--- src/rtl/rob_pkg.sv ---
// Shared types and pointer helpers for the reorder-buffer controller.
// Pointers carry one extra MSB (wrap bit) so full and empty can be told apart
// when the index bits of head and tail coincide.
package rob_pkg;

  localparam int ROB_PTRWIDTH = 5;
  localparam int ROB_BITWIDTH = 32;
  localparam int ROB_DEPTH    = 1 << ROB_PTRWIDTH;

  typedef logic [ROB_PTRWIDTH-1:0] rob_idx_t;
  typedef logic [ROB_PTRWIDTH:0]   rob_ptr_t;

  // Same index and same wrap bit: nothing allocated.
  function automatic logic ptr_empty(rob_ptr_t h, rob_ptr_t t);
    return h == t;
  endfunction

  // Same index but opposite wrap bits: tail has lapped head exactly once.
  function automatic logic ptr_full(rob_ptr_t h, rob_ptr_t t);
    return (h[ROB_PTRWIDTH-1:0] == t[ROB_PTRWIDTH-1:0]) &&
           (h[ROB_PTRWIDTH] != t[ROB_PTRWIDTH]);
  endfunction

endpackage

--- src/rtl/rob_ctrl_if.sv ---
// Dispatch / writeback / retirement handshake bundle of the ROB controller.
// master = the pipeline side issuing requests, slave = rob_ctrl.
interface rob_ctrl_if #(
  parameter int p_ptrwidth = 5,
  parameter int p_bitwidth = 32
) ();

  logic                  flush;
  logic                  alloc_val;
  logic                  alloc_rdy;
  logic [p_ptrwidth-1:0] alloc_ptr;
  logic                  wb_val;
  logic [p_ptrwidth-1:0] wb_ptr;
  logic [p_bitwidth-1:0] wb_data;
  logic                  wb_err;
  logic                  commit_val;
  logic                  commit_rdy;
  logic [p_ptrwidth-1:0] commit_ptr;
  logic [p_bitwidth-1:0] commit_data;
  logic [p_ptrwidth:0]   count;

  modport master (
    output flush, alloc_val, wb_val, wb_ptr, wb_data, commit_rdy,
    input  alloc_rdy, alloc_ptr, wb_err, commit_val, commit_ptr, commit_data, count
  );

  modport slave (
    input  flush, alloc_val, wb_val, wb_ptr, wb_data, commit_rdy,
    output alloc_rdy, alloc_ptr, wb_err, commit_val, commit_ptr, commit_data, count
  );

endinterface

--- src/rtl/rob_ctrl_ptrcnt.sv ---
// Wrap-bit pointer register: increments by one on inc, returns to zero on clr.
// The index field wraps naturally and the MSB toggles on each wrap.
module rob_PtrCnt #(
  parameter int p_ptrwidth = 5
) (
  input  logic                clk,
  input  logic                rst,
  input  logic                inc,
  input  logic                clr,
  output logic [p_ptrwidth:0] ptr
);

  logic [p_ptrwidth:0] ptr_q, ptr_d;

  // Next pointer value: clear has priority over increment.
  always_comb begin
    ptr_d = ptr_q;
    if (clr) begin
      ptr_d = '0;
    end else if (inc) begin
      ptr_d = ptr_q + 1'b1;
    end
  end

  // Pointer register with asynchronous active-low reset.
  always_ff @(posedge clk or negedge rst) begin
    if (!rst) begin
      ptr_q <= '0;
    end else begin
      ptr_q <= ptr_d;
    end
  end

  assign ptr = ptr_q;

endmodule

--- src/rtl/rob_ctrl.sv ---
// Reorder-buffer controller: allocates entries in order at the tail, steers
// out-of-order writebacks into allocated entries, and retires completed
// entries in order from the head. The entry storage (occ + data) lives in
// external rob_Reg instances driven through the ent_* strobes.
// p_ptrwidth must match the package pointer width used by the helpers.
module rob_ctrl
  import rob_pkg::*;
#(
  parameter int p_ptrwidth = ROB_PTRWIDTH,
  parameter int p_bitwidth = ROB_BITWIDTH,
  parameter int p_depth    = 1 << p_ptrwidth
) (
  input  logic                          clk,
  input  logic                          rst,
  rob_ctrl_if.slave                     bus,
  output logic [p_depth-1:0]            ent_wr_data,
  output logic [p_bitwidth-1:0]         ent_wr_data_in,
  output logic [p_depth-1:0]            ent_clr_occ,
  input  logic [p_depth-1:0]            ent_occ,
  input  logic [p_depth*p_bitwidth-1:0] ent_data_out
);

  logic [p_ptrwidth:0]   head_ptr, tail_ptr;
  logic [p_ptrwidth-1:0] head_idx, tail_idx;
  logic [p_depth-1:0]    vld_q, vld_d;
  logic                  wb_err_q, wb_err_d;
  logic                  empty, full;
  logic                  alloc_rdy, alloc_fire;
  logic                  commit_val, commit_fire;
  logic                  wb_ok;
  logic [p_bitwidth-1:0] entry_data [p_depth];

  // Head advances on retirement, tail on allocation; both snap to 0 on flush.
  rob_PtrCnt #(.p_ptrwidth(p_ptrwidth)) u_head (
    .clk (clk),
    .rst (rst),
    .inc (commit_fire),
    .clr (bus.flush),
    .ptr (head_ptr)
  );

  rob_PtrCnt #(.p_ptrwidth(p_ptrwidth)) u_tail (
    .clk (clk),
    .rst (rst),
    .inc (alloc_fire),
    .clr (bus.flush),
    .ptr (tail_ptr)
  );

  assign head_idx = head_ptr[p_ptrwidth-1:0];
  assign tail_idx = tail_ptr[p_ptrwidth-1:0];
  assign empty    = ptr_empty(head_ptr, tail_ptr);
  assign full     = ptr_full(head_ptr, tail_ptr);

  // alloc_rdy looks only at pre-commit state, so a slot freed this cycle is
  // not handed out until the next one.
  assign alloc_rdy   = !full && !bus.flush;
  assign alloc_fire  = bus.alloc_val && alloc_rdy;

  // The head retires once its entry reports occupied (written back).
  assign commit_val  = !empty && ent_occ[head_idx] && !bus.flush;
  assign commit_fire = commit_val && bus.commit_rdy;

  // A writeback is only taken into an allocated, not-yet-written entry.
  assign wb_ok = bus.wb_val && vld_q[bus.wb_ptr] && !ent_occ[bus.wb_ptr] && !bus.flush;

  // Per-entry one-hot strobes and unpacking of the flattened entry data.
  genvar gi;
  generate
    for (gi = 0; gi < p_depth; gi++) begin : g_ent
      assign ent_wr_data[gi] = wb_ok && (bus.wb_ptr == p_ptrwidth'(gi));
      assign ent_clr_occ[gi] = bus.flush ? ent_occ[gi]
                                         : (commit_fire && (head_idx == p_ptrwidth'(gi)));
      assign entry_data[gi]  = ent_data_out[gi*p_bitwidth +: p_bitwidth];
    end
  endgenerate

  assign ent_wr_data_in = bus.wb_data;

  // Allocation vector: set at tail on alloc, cleared at head on commit.
  always_comb begin
    vld_d = vld_q;
    if (bus.flush) begin
      vld_d = '0;
    end else begin
      if (alloc_fire)  vld_d[tail_idx] = 1'b1;
      if (commit_fire) vld_d[head_idx] = 1'b0;
    end
  end

  // A writeback that was presented but not taken raises a one-cycle error.
  always_comb begin
    wb_err_d = bus.wb_val && !wb_ok;
  end

  // Allocation vector and error flag registers.
  always_ff @(posedge clk or negedge rst) begin
    if (!rst) begin
      vld_q    <= '0;
      wb_err_q <= 1'b0;
    end else begin
      vld_q    <= vld_d;
      wb_err_q <= wb_err_d;
    end
  end

  assign bus.alloc_rdy   = alloc_rdy;
  assign bus.alloc_ptr   = tail_idx;
  assign bus.wb_err      = wb_err_q;
  assign bus.commit_val  = commit_val;
  assign bus.commit_ptr  = head_idx;
  assign bus.commit_data = entry_data[head_idx];
  assign bus.count       = tail_ptr - head_ptr;

endmodule

--- src/flat_wrapper.sv ---
// flat-port wrapper written by rule: the top's interface ports become plain ports
module rob_ctrl_flat import rob_pkg::*;
#(
  parameter int p_ptrwidth = ROB_PTRWIDTH,
  parameter int p_bitwidth = ROB_BITWIDTH,
  parameter int p_depth    = 1 << p_ptrwidth
)
  (clk, rst, ent_wr_data, ent_wr_data_in, ent_clr_occ, ent_occ, ent_data_out, bus_flush, bus_alloc_val, bus_wb_val, bus_wb_ptr, bus_wb_data, bus_commit_rdy, bus_alloc_rdy, bus_alloc_ptr, bus_wb_err, bus_commit_val, bus_commit_ptr, bus_commit_data, bus_count);
  rob_ctrl_if #(.p_ptrwidth(p_ptrwidth), .p_bitwidth(p_bitwidth)) bus_i ();
  input  logic clk;
  input  logic rst;
  output logic [p_depth-1:0] ent_wr_data;
  output logic [p_bitwidth-1:0] ent_wr_data_in;
  output logic [p_depth-1:0] ent_clr_occ;
  input  logic [p_depth-1:0] ent_occ;
  input  logic [p_depth*p_bitwidth-1:0] ent_data_out;
  input wire logic [$bits(bus_i.flush)-1:0] bus_flush;
  input wire logic [$bits(bus_i.alloc_val)-1:0] bus_alloc_val;
  input wire logic [$bits(bus_i.wb_val)-1:0] bus_wb_val;
  input wire logic [$bits(bus_i.wb_ptr)-1:0] bus_wb_ptr;
  input wire logic [$bits(bus_i.wb_data)-1:0] bus_wb_data;
  input wire logic [$bits(bus_i.commit_rdy)-1:0] bus_commit_rdy;
  output wire logic [$bits(bus_i.alloc_rdy)-1:0] bus_alloc_rdy;
  output wire logic [$bits(bus_i.alloc_ptr)-1:0] bus_alloc_ptr;
  output wire logic [$bits(bus_i.wb_err)-1:0] bus_wb_err;
  output wire logic [$bits(bus_i.commit_val)-1:0] bus_commit_val;
  output wire logic [$bits(bus_i.commit_ptr)-1:0] bus_commit_ptr;
  output wire logic [$bits(bus_i.commit_data)-1:0] bus_commit_data;
  output wire logic [$bits(bus_i.count)-1:0] bus_count;
  assign bus_i.flush = bus_flush;
  assign bus_i.alloc_val = bus_alloc_val;
  assign bus_i.wb_val = bus_wb_val;
  assign bus_i.wb_ptr = bus_wb_ptr;
  assign bus_i.wb_data = bus_wb_data;
  assign bus_i.commit_rdy = bus_commit_rdy;
  assign bus_alloc_rdy = bus_i.alloc_rdy;
  assign bus_alloc_ptr = bus_i.alloc_ptr;
  assign bus_wb_err = bus_i.wb_err;
  assign bus_commit_val = bus_i.commit_val;
  assign bus_commit_ptr = bus_i.commit_ptr;
  assign bus_commit_data = bus_i.commit_data;
  assign bus_count = bus_i.count;
  rob_ctrl #(.p_ptrwidth(p_ptrwidth), .p_bitwidth(p_bitwidth), .p_depth(p_depth)) u_core (.clk(clk), .rst(rst), .bus(bus_i), .ent_wr_data(ent_wr_data), .ent_wr_data_in(ent_wr_data_in), .ent_clr_occ(ent_clr_occ), .ent_occ(ent_occ), .ent_data_out(ent_data_out));
endmodule
--- config.mk ---
export PLATFORM = sky130hd
export DESIGN_NAME = rob_ctrl_flat
export DESIGN_NICKNAME = d
export VERILOG_FILES = /design/src/rtl/rob_pkg.sv /design/src/rtl/rob_ctrl_if.sv /design/src/rtl/rob_ctrl_ptrcnt.sv /design/src/rtl/rob_ctrl.sv /design/src/flat_wrapper.sv
export SDC_FILE = /design/constraint.sdc
export NUM_CORES = 1
export LEC_CHECK = 0
export ABC_AREA = 0
export BUFFER_PORTS_ARGS = -buffer_cell sky130_fd_sc_hd__buf_2
export CAP_MARGIN = 15
export CELL_PAD_IN_SITES_DETAIL_PLACEMENT = 0
export CELL_PAD_IN_SITES_GLOBAL_PLACEMENT = 1
export CORE_AREA = 5 5 476 478
export CTS_CLUSTER_DIAMETER = 80
export DETAILED_ROUTE_END_ITERATION = 6
export DIE_AREA = 0 0 481 483
export GPL_TIMING_DRIVEN = 1
export PLACE_DENSITY = 0.31
export SYNTH_ARGS = -nofsm -noshare
export SYNTH_HDL_FRONTEND = slang
export SYNTH_SLANG_ARGS = --single-unit
--- constraint.sdc ---
create_clock -name clk -period 8 [get_ports clk]
set_input_delay 0.8 -clock clk [delete_from_list [all_inputs] [get_ports clk]]
set_output_delay 0.8 -clock clk [all_outputs]
set_load 0.02 [all_outputs]
==> summary.txt, run 1 <==
Status
  • Outcome: finished, final reports clean

Clock network
  • H-tree levels: 2
  • Clock buffer depth: 2
  • CTS clk-pin slew, worst paths: 0.08 ns
  • Hold Buf Count CTS: 0
  • Root buf cell: clkbuf_16
  • Post-CTS Setup Inserts: 0
  • Clk_lat worst skew: between 0.3 and 0.4 ns
  • Post-CTS sizing: 0
  • CTS tree: done
  • Clk sink count: 45
  • Total CTS buffers: 5

Worst setup path
  • Required time of the worst setup path: ~7.2 ns
  • Slowest cell on the critical path: nor2_2
  • Critical Path Max Stage Delay: 0.86 ns
  • Crit path depth: 9
  • CP delay by family, top: simple AND/OR/NAND/NOR gates
  • Max FO, Critical Path: 27
  • Worst Path Buf+Inv: 2
  • CP Capture Type: output port
  • Crit path kind: register to output port
  • Startpoint Class: register
  • Crit path DAT: 4.41 ns
  • Critical path cell sequence: buf_4 -> ha_1 -> nand3_1 -> nor2_1 -> a21oi_1 -> nand4b_4 -> nor2_2 -> a32o_1 -> buf_2
  • Reg2Reg Depth: 8

STA
  • Slew HR: 0.266
  • Fin. max-slew vios: 0
  • Final clock skew: roughly 0.0064 ns
  • Worst-margin pin slew: ~1.1 ns
  • FMAX: around 0.19 GHz
  • Post-layout minimum cycle time: between 5 and 6 ns
  • RSZ-0062 raised after global routing: false
  • Hold slack: 0.590 ns
  • Sum Neg Setup Slack: 0 ns
  • Final setup viols: 0
  • Final Cycle Share: 0.652
  • Final count of hold timing violations: 0

Layout
  • Layout area overhead: 76.7%
  • Nets@finish: 3097
  • Layout cells sized above 1: 0.793
  • Fill count: 25.9k
  • Finished Core Util: 0.0964

Power
  • Net Sw Frac: 0.438
  • LEAKAGE: a little over 8 nW
  • Peak VDD IR: approximately 0.000072 V
  • Clock network power share: 0.142
  • NetSw: about 0.72 mW
  • Power Density: 77.4 nW/µm²
  • Comb power frac: 0.709
  • Internal power: 0.929 mW
  • Seq pwr share: 0.149

Routing
  • Drt total wl: between 150000 and 200000 µm
  • DR pass1 iterations: 4
  • # DRC: 0
  • Vias: 15.3k
  • Wire per inst: between 30 and 40 µm
  • Routed vias/inst: 3.06
  • Iter 0 DRT Violations: a little under 1k
  • Antenna viol nets, final: 0

Place
  • Post-DP HPWL: 142000 µm
  • Port Buf Inserts: between 1k and 1.5k
  • Final GP Congestion: 0.904

Yosys
  • Avg Cell Area, Syn: 12.8 µm²
  • Cell taking the most area after synthesis: mux4_2
  • Synth async-reset ratio: 1.00
  • Synth top cells by count: 340 x mux4_2, 105 x nand2_1, 63 x clkbuf_1
  • Synth warn: 0
  • Post-synth top area share: 0.634
  • Top cells by area, synth: mux4_2 63%, dfrtp_1 9.3%, nand2_1 3.3%
  • Post-synth EDFFs: 0
  • Synth cell types: 56
  • Syn Inst Count: 943
  • Main synth FF type: dfrtp_1
  • Mapped Area: between 10000 and 15000 µm²
  • Number of synthesized register bits: 45
  • Mapped Nets: 2058
  • Sequential-to-total area share from yosys stat: 0.0932
  • Most frequent cell after synthesis: mux4_2

Min path
  • Hold path depth: 2
  • Worst min path class: register to register

Die
  • Die Wd: between 400 and 500 µm
  • Io pins: roughly 1.2k
  • Starting density of the core: 0.0546
  • Die ar.: roughly 230000 µm²
  • Die height: 483 µm
  • Core area: between 200000 and 250000 µm²
  • Row count: approximately 170

Job
  • MaxCap Viol Count: 0

Global route
  • Largest net degree at the start of global routing: roughly 120
  • First-pass GRT wire length: 195000 µm
  • Vias in the first global route: about 16k
  • Global-route usage over all layers: 0.130
  • GR Overflow Total: 0
  • Initial antenna violation count: about 170
[cell families (layout without fill, tap and decap cells)]
kind of cell / count (synthesis) / in the layout / synth area share
XOR/XNOR: 10 / 10 / 0.00725
flip-flops: 45 / 45 / 0.0932
adder cells (fa/ha/maj): 16 / 16 / 0.0172
buffers and inverters: 183 / 1223 / 0.0744
other: 0 / 32 / 0
multiplexers: 350 / 350 / 0.642
AO/OA/AOI/OAI: 119 / 119 / 0.0780
AND/OR/NAND/NOR: 220 / 220 / 0.0876
[power groups by stage]
| stage | registers, mW | clock network, mW | logic (mW) |
|---|---|---|---|
| finish | 0.246 | 0.235 | 1.17 |
| global route | 0.248 | 0.248 | 1.24 |
| CTS | 0.247 | 0.243 | 1.22 |
| detailed placement | 0.252 | 0 | 1.21 |
| global placement | 0.252 | 0 | 1.22 |
| floorplan | 0.237 | 0 | 0.584 |
[cell usage in the layout (no fill, tap or decap), drive strengths merged, types with 16 or more instances in the layout]
cell / count
a211oi: 16
a21oi: 38
a311oi: 16
a32o: 17
buf: 1200
dfrtp: 45
diode: 32
mux4: 340
nand2: 105
nor2: 35
[metal layers]
metal	up-vias	global-route usage	part of all wire
li1	6097	-	-
met1	7840	0.136	0.35
met2	1014	0.256	0.55
met3	260	0.0445	0.089
met4	78	0.00870	0.0093
met5	-	0	0.0031
[sequential cells by signal (all words and copies together) (netlist names)]
| name | count |
|---|---|
| u_core.bus.wb_err | 1 |
| u_core.u_head.ptr | 6 |
| u_core.u_tail.ptr | 6 |
| u_core.vld_q | 32 |
[worst reg2reg max path: stages (launching register included)]
cell,delay (ns)
dfrtp_4,0.85
buf_4,0.57
ha_1,0.37
nand3_1,0.15
nor2_1,0.07
a21oi_1,0.31
nand4b_4,0.35
nor3_4,0.88
a311oi_1,0.22
[area by class of cell]
| class | instances | area, µm² | area share |
|---|---|---|---|
| Antenna cell | 32 | 80.1 | 0.00375 |
| Clock buffer | 6 | 139 | 0.00651 |
| Clock inverter | 2 | 13.8 | 0.000645 |
| Inverter | 15 | 61.3 | 0.00287 |
| Multi-Input combinational cell | 715 | 10100 | 0.472 |
| Sequential cell | 45 | 1140 | 0.0535 |
| Tap cell | 2975 | 3720 | 0.174 |
| Timing Repair Buffer | 1200 | 6120 | 0.287 |
[final timing paths]
path	startpoint	endpoint	slack [ns]
worst max-delay path	u_core.u_head.ptr[0]$_DFFE_PN0P_	ent_clr_occ[29]	2.79
worst min-delay path	u_core.vld_q[22]$_DFF_PN0_	u_core.vld_q[22]$_DFF_PN0_	0.59
worst max register to register	u_core.u_head.ptr[0]$_DFFE_PN0P_	u_core.vld_q[17]$_DFF_PN0_	4.07
worst min register to register	u_core.vld_q[22]$_DFF_PN0_	u_core.vld_q[22]$_DFF_PN0_	0.59
max in group asynchronous	rst	u_core.u_head.ptr[3]$_DFFE_PN0P_	6.80
min in group asynchronous	rst	u_core.u_tail.ptr[0]$_DFFE_PN0P_	0.61
[through the flow]
| stage | power, mW | instance area (µm²) | instances | setup slack (ns) |
|---|---|---|---|---|
| 4_1_cts | 1.71 | 21300 | 4958 | 2.64 |
| 6_report | 1.65 | 21300 | 4990 | 2.79 |
| 3_3_place_gp | 1.47 | 21100 | 4950 | 3.01 |
| 2_1_floorplan | 0.822 | 12100 | 943 | 3.77 |
| 5_1_grt | 1.74 | 21300 | 4975 | 2.48 |
| 3_5_place_dp | 1.46 | 21100 | 4950 | 3.00 |
No activity file was read; power rests on OpenSTA's default activity.
==> inputs of run 2 (changes only) <==
- CORE_AREA: 5 5 476 478 -> 5 5 481 483
- DIE_AREA: 0 0 481 483 -> 0 0 486 488
- clock period: 8 -> 5.4 ns (I/O delays scaled with it)
==> summary.txt, run 2 (synthesized netlist as in run 1, its figures left out) <==
STA
  • Final count of hold timing violations: 0 (unchanged)
  • RSZ-0062 raised after global routing: false
  • Sum Neg Setup Slack: 0 ns (unchanged)
  • Final Cycle Share: 0.832
  • Hold slack: 0.366 ns (-0.223 ns)
  • Fin. max-slew vios: 0 (unchanged)
  • FMAX: about 0.22 GHz
  • Slew HR: 0.256 (-0.0101)
  • Worst-margin pin slew: 1.11 ns (+0.0128 ns)
  • Final setup viols: 0 (unchanged)
  • Final clock skew: 0.00587 ns (-0.000518 ns)
  • Post-layout minimum cycle time: ~4.5 ns

Die
  • Io pins: 1246 (unchanged)
  • Row count: 175 (+1.2%)
  • Die height: 488 µm (+1.0%)
  • Die Wd: 486 µm (+1.0%)
  • Starting density of the core: 0.0534 (-0.00120)
  • Die ar.: 237000 µm² (+2.1%)
  • Core area: 226000 µm² (+2.2%)

Worst setup path
  • Startpoint Class: register
  • Slowest cell on the critical path: nor2_2
  • Critical Path Max Stage Delay: 0.85 ns (about the same)
  • Critical path cell sequence: inv_2 -> ha_1 -> nand3_1 -> nor2_1 -> a21oi_1 -> nand4b_4 -> nor2_2 -> a32o_1 -> buf_2
  • Required time of the worst setup path: 4.86 ns (-2.34 ns)
  • Max FO, Critical Path: 30 (+11%)
  • CP Capture Type: output port
  • Crit path kind: register to output port
  • Crit path DAT: 3.95 ns (-0.46 ns)

Global route
  • Vias in the first global route: 16.6k (+1.2%)
  • Global-route usage over all layers: 0.127 (-0.00264)
  • Largest net degree at the start of global routing: 88 (-29%)
  • Initial antenna violation count: 165 (-4.6%)
  • First-pass GRT wire length: 195000 µm (-0.15%)
  • GR Overflow Total: 0 (unchanged)

Clock network
  • CTS clk-pin slew, worst paths: 0.07 ns (about the same)
  • Clock buffer depth: 2 (unchanged)
  • CTS tree: done
  • Hold Buf Count CTS: 0 (unchanged)
  • Total CTS buffers: 5 (unchanged)
  • Post-CTS sizing: 0 (unchanged)
  • Clk sink count: 45 (unchanged)
  • Root buf cell: clkbuf_16
  • Clk_lat worst skew: 0.30 ns (about the same)
  • Post-CTS Setup Inserts: 0 (unchanged)
  • H-tree levels: 2 (unchanged)

Power
  • NetSw: 1.06 mW (+47%)
  • LEAKAGE: 8.37 nW (+1.3%)
  • Peak VDD IR: 0.000111 V (+55%)
  • Comb power frac: 0.699 (-0.010)
  • Seq pwr share: 0.145 (-0.004)
  • Clock network power share: 0.156 (+0.014)
  • Power Density: 116 nW/µm² (+50%)
  • Final Power: 2.50 mW (+51%)
  • Internal power: 1.43 mW (+54%)
  • Net Sw Frac: 0.426 (-0.0114)

Job
  • MaxCap Viol Count: 0 (unchanged)

Layout
  • Layout area overhead: 78.5%
  • Nets@finish: 3112 (+0.48%)
  • Commonest non-fill, non-tap cell in the layout: buf_2
  • Cell area after layout: 21600 µm² (+1.1%)
  • Final Instance Count excl. Fillers: 5044 (+1.1%)
  • Most frequent cells in the layout: 1181 x buf_2, 340 x mux4_2, 105 x nand2_1
  • Max FFs per register: 32 (unchanged)
  • Reg with most FFs: u_core.vld_q
  • Layout cells sized above 1: 0.794 (+0.00106)

Place
  • Post-DP HPWL: 143000 µm (+0.68%)
  • Port Buf Inserts: 1181 (unchanged)
  • Final GP Congestion: 0.884 (-2.2%)
  • Inst Count DP: 4999 (+0.99%)
  • Area of placed instances: 21300 µm² (+0.90%)

Status
  • Outcome: finished, final reports clean

Routing
  • Vias: 15.4k (+0.99%)
  • # DRC: 0 (unchanged)
  • Routed vias/inst: 3.06 (about the same)
  • Drt total wl: 159000 µm (+0.22%)
  • Iter 0 DRT Violations: 1112 (+15%)
  • Antenna viol nets, final: 0 (unchanged)
  • Wire per inst: 31.5 µm (-0.85%)
  • DR pass1 iterations: 5 (+1)

Min path
  • Worst min path class: input port to async pin
==> run 2: power by group through the flow <==
stage	combinational (mW)	sequential [mW]	clock, mW
finish	1.75	0.361	0.391
global route	1.86	0.363	0.409
detailed placement	1.80	0.370	0
global placement	1.80	0.370	0
floorplan	0.866	0.352	0
CTS	1.81	0.363	0.400
==> run 2: per-layer routing <==
layer,GRT usage,share of wire,up-vias
met1,0.137,0.36,7940
met4,0.0139,0.015,68
li1,-,-,6147
met5,0,0.0028,-
met2,0.242,0.53,1037
met3,0.0476,0.093,249
==> run 2: layout make-up <==
| class | count | area, µm² |
|---|---|---|
| well taps | 3009 | 3760 |
| fillers | 26500 | 205000 |
| clock buffers | 6 | 139 |
| diodes | 37 | 92.6 |
| multi-input cells | 715 | 10100 |
| flip-flops and latches | 45 | 1140 |
| inverters | 15 | 61.3 |
| clock inverters | 2 | 37.5 |
| repair buffers | 1215 | 6280 |
==> run 2: final timing paths <==
path | from | end | slack, ns | depth (start not counted)
worst max register to register | u_core.u_head.ptr[3]$_DFFE_PN0P_ | u_core.vld_q[31]$_DFF_PN0_ | 1.88 | 8
worst max-delay path | u_core.u_head.ptr[3]$_DFFE_PN0P_ | ent_clr_occ[29] | 0.91 | 9
max in group asynchronous | rst | u_core.u_head.ptr[0]$_DFFE_PN0P_ | 4.50 | 2
min in group clk | bus_wb_val | u_core.bus.wb_err$_DFF_PN0_ | 0.47 | 2
worst min-delay path | rst | u_core.vld_q[14]$_DFF_PN0_ | 0.37 | 2
worst min register to register | u_core.vld_q[25]$_DFF_PN0_ | u_core.vld_q[25]$_DFF_PN0_ | 0.59 | 2
==> run 2: through the flow <==
step	utilization	setup WS (ns)
after floorplan	-	1.43
after global placement	0.0941	1.19
after detailed placement	0.0941	1.17
after CTS	0.0949	0.839
after global routing	0.0951	0.668
final	0.0953	0.908
==> run 2: worst max-delay path, delay by kind of cell, from the launching register on <==
family                   cells  cell delay (ns)
flip-flops                   1             0.81
adder cells (fa/ha/maj)      1             0.41
buffers and inverters        2             0.41
AO/OA/AOI/OAI                2             0.63
AND/OR/NAND/NOR              4             1.37
==> inputs of run 3 (changes only) <==
- clock period: 5.4 -> 4.5 ns (I/O delays scaled with it)
==> summary.txt, run 3 (synthesized netlist as in run 1, its figures left out) <==
Power
  • LEAKAGE: 8.47 nW (+1.2%)
  • Power Density: 139 nW/µm² (+20%)
  • Peak VDD IR: 0.000117 V (+4.7%)
  • Final Power: 3.03 mW (+21%)

Routing
  • Vias: 15.5k (+0.24%)
  • Routed vias/inst: 3.06 (about the same)
  • # DRC: 0 (unchanged)
  • Drt total wl: 159000 µm (+0.37%)
  • DR pass1 iterations: 5 (unchanged)
  • Antenna viol nets, final: 0 (unchanged)
  • Iter 0 DRT Violations: 985 (-11%)
  • Wire per inst: 31.5 µm (+0.22%)

Die
  • Row count: 175 (unchanged)
  • Starting density of the core: 0.0534 (unchanged)
  • Core area: 226000 µm² (unchanged)
  • Io pins: 1246 (unchanged)
  • Die ar.: 237000 µm² (unchanged)
  • Die height: 488 µm (unchanged)
  • Die Wd: 486 µm (unchanged)

Layout
  • Max FFs per register: 32 (unchanged)
  • Layout cells sized above 1: 0.795 (+0.00104)
  • Nets@finish: 3127 (+0.48%)
  • Commonest non-fill, non-tap cell in the layout: buf_2
  • Fill count: 26.5k (-0.030%)
  • Most frequent cells in the layout: 1173 x buf_2, 340 x mux4_2, 105 x nand2_1
  • Layout area overhead: 80.3%
  • Reg with most FFs: u_core.vld_q

Place
  • Port Buf Inserts: 1181 (unchanged)
  • Final GP Congestion: 0.891 (+0.83%)
  • Post-DP HPWL: 145000 µm (+0.92%)
  • Pre-CTS setup slack: 0.562 ns (-0.603 ns)

Worst setup path
  • R2R setup slack: 1.38 ns (-0.50 ns)
  • RR Startpoint: u_core.u_head.ptr[0]$_DFFE_PN0P_
  • Crit path DAT: 3.58 ns (-0.37 ns)
  • Critical Path Max Stage Delay: 0.65 ns (-0.20 ns)
  • Worst r2r dst: u_core.vld_q[24]$_DFF_PN0_
  • Reg2Reg Depth: 8 (unchanged)
  • Slowest cell on the critical path: dfrtp_4
  • Required time of the worst setup path: 4.05 ns (-0.81 ns)
  • Max FO, Critical Path: 41 (+37%)
  • CP Capture Type: output port
  • Crit path kind: register to output port
  • Critical path cell sequence: buf_4 -> buf_12 -> buf_12 -> mux4_2 -> mux4_2 -> nand2_1 -> nand2_1 -> buf_2
  • Startpoint Class: register

STA
  • Final clock skew: 0.0110 ns (+0.00511 ns)
  • Post-layout minimum cycle time: 4.03 ns
  • Final Cycle Share: 0.895
  • RSZ-0062 raised after global routing: false
  • Setup WS post-layout: 0.471 ns (-0.438 ns)
  • Fin. max-slew vios: 0 (unchanged)
  • Sum Neg Setup Slack: 0 ns (unchanged)
  • Final count of hold timing violations: 0 (unchanged)
  • FMAX: 0.248 GHz
  • Final setup viols: 0 (unchanged)
  • Slew HR: 0.427 (+0.171)
  • Worst-margin pin slew: 0.855 ns (-0.258 ns)

Status
  • Outcome: finished, final reports clean

Global route
  • GR Overflow Total: 0 (unchanged)
  • Vias in the first global route: 16.5k (-0.24%)
  • First-pass GRT wire length: 196000 µm (+0.46%)
  • Initial antenna violation count: 173 (+4.8%)
  • Largest net degree at the start of global routing: 82 (-6.8%)
  • Global-route usage over all layers: 0.128 (+0.000599)

Clock network
  • Post-CTS sizing: 0 (unchanged)
  • Hold Buf Count CTS: 0 (unchanged)
  • Clk sink count: 45 (unchanged)
  • Clock buffer depth: 2 (unchanged)
  • Clk_lat worst skew: 0.30 ns (about the same)
  • Post-CTS Setup Inserts: 0 (unchanged)
  • H-tree levels: 2 (unchanged)
  • CTS clk-pin slew, worst paths: 0.07 ns (about the same)
  • Root buf cell: clkbuf_16
  • CTS tree: done
  • Total CTS buffers: 5 (unchanged)

Job
  • MaxCap Viol Count: 0 (unchanged)

Min path
  • Worst min path class: input port to async pin
[run 3: critical path, delay by kind of cell (launching register included)]
kind / cells / cell delay [ns]
muxes: 2 / 1.06
buffers and inverters: 4 / 1.04
DFF: 1 / 0.65
and+or+nand+nor: 2 / 0.36
[run 3: worst max path at each step]
stage                                           startpoint             endpoint  slack (ns)  cells after the start
after floorplan           u_core.u_head.ptr[1]$_DFFE_PN0P_       ent_clr_occ[0]        0.62                     13
after global placement    u_core.u_head.ptr[0]$_DFFE_PN0P_  bus_commit_data[25]        0.56                      7
after detailed placement  u_core.u_head.ptr[0]$_DFFE_PN0P_  bus_commit_data[25]        0.56                      7
after CTS                 u_core.u_head.ptr[0]$_DFFE_PN0P_  bus_commit_data[25]        0.22                      7
after global routing      u_core.u_head.ptr[0]$_DFFE_PN0P_   bus_commit_data[8]        0.28                      8
final                     u_core.u_head.ptr[0]$_DFFE_PN0P_   bus_commit_data[8]        0.47                      8
[run 3: stage by stage]
step	hold WS, ns	instances	area (µm²)	util
after global routing	0.0924	5037	21700	0.0961
final	0.0709	5052	21800	0.0962
after CTS	0.0911	5022	21700	0.0959
after detailed placement	0.422	5014	21500	0.0951
after global placement	0.413	5014	21500	0.0951
after floorplan	0.154	943	12100	-
[run 3: final cells by class]
type | count | area [µm²] | area share
multi-input combinational | 715 | 10100 | 0.462
timing repair buffer | 1230 | 6510 | 0.299
tap | 3009 | 3760 | 0.173
sequential | 45 | 1140 | 0.0524
clock buffer | 7 | 143 | 0.00655
antenna | 30 | 75.1 | 0.00345
inverter | 15 | 61.3 | 0.00281
clock inverter | 1 | 30.0 | 0.00138
[run 3: power breakdown]
| part | internal, mW | switching [mW] |
|---|---|---|
| Clock | 0.279 | 0.183 |
| Sequential | 0.410 | 0.0141 |
| Combinational | 1.05 | 1.09 |
[run 3: per-layer routing]
metal	share of wire	vias up	global-route usage	routed length, µm
met5	0.0034	-	0	539
met4	0.016	86	0.0145	2550
met3	0.092	271	0.0458	14600
met2	0.54	1021	0.245	85400
met1	0.35	7931	0.137	56300
li1	-	6169	-	-
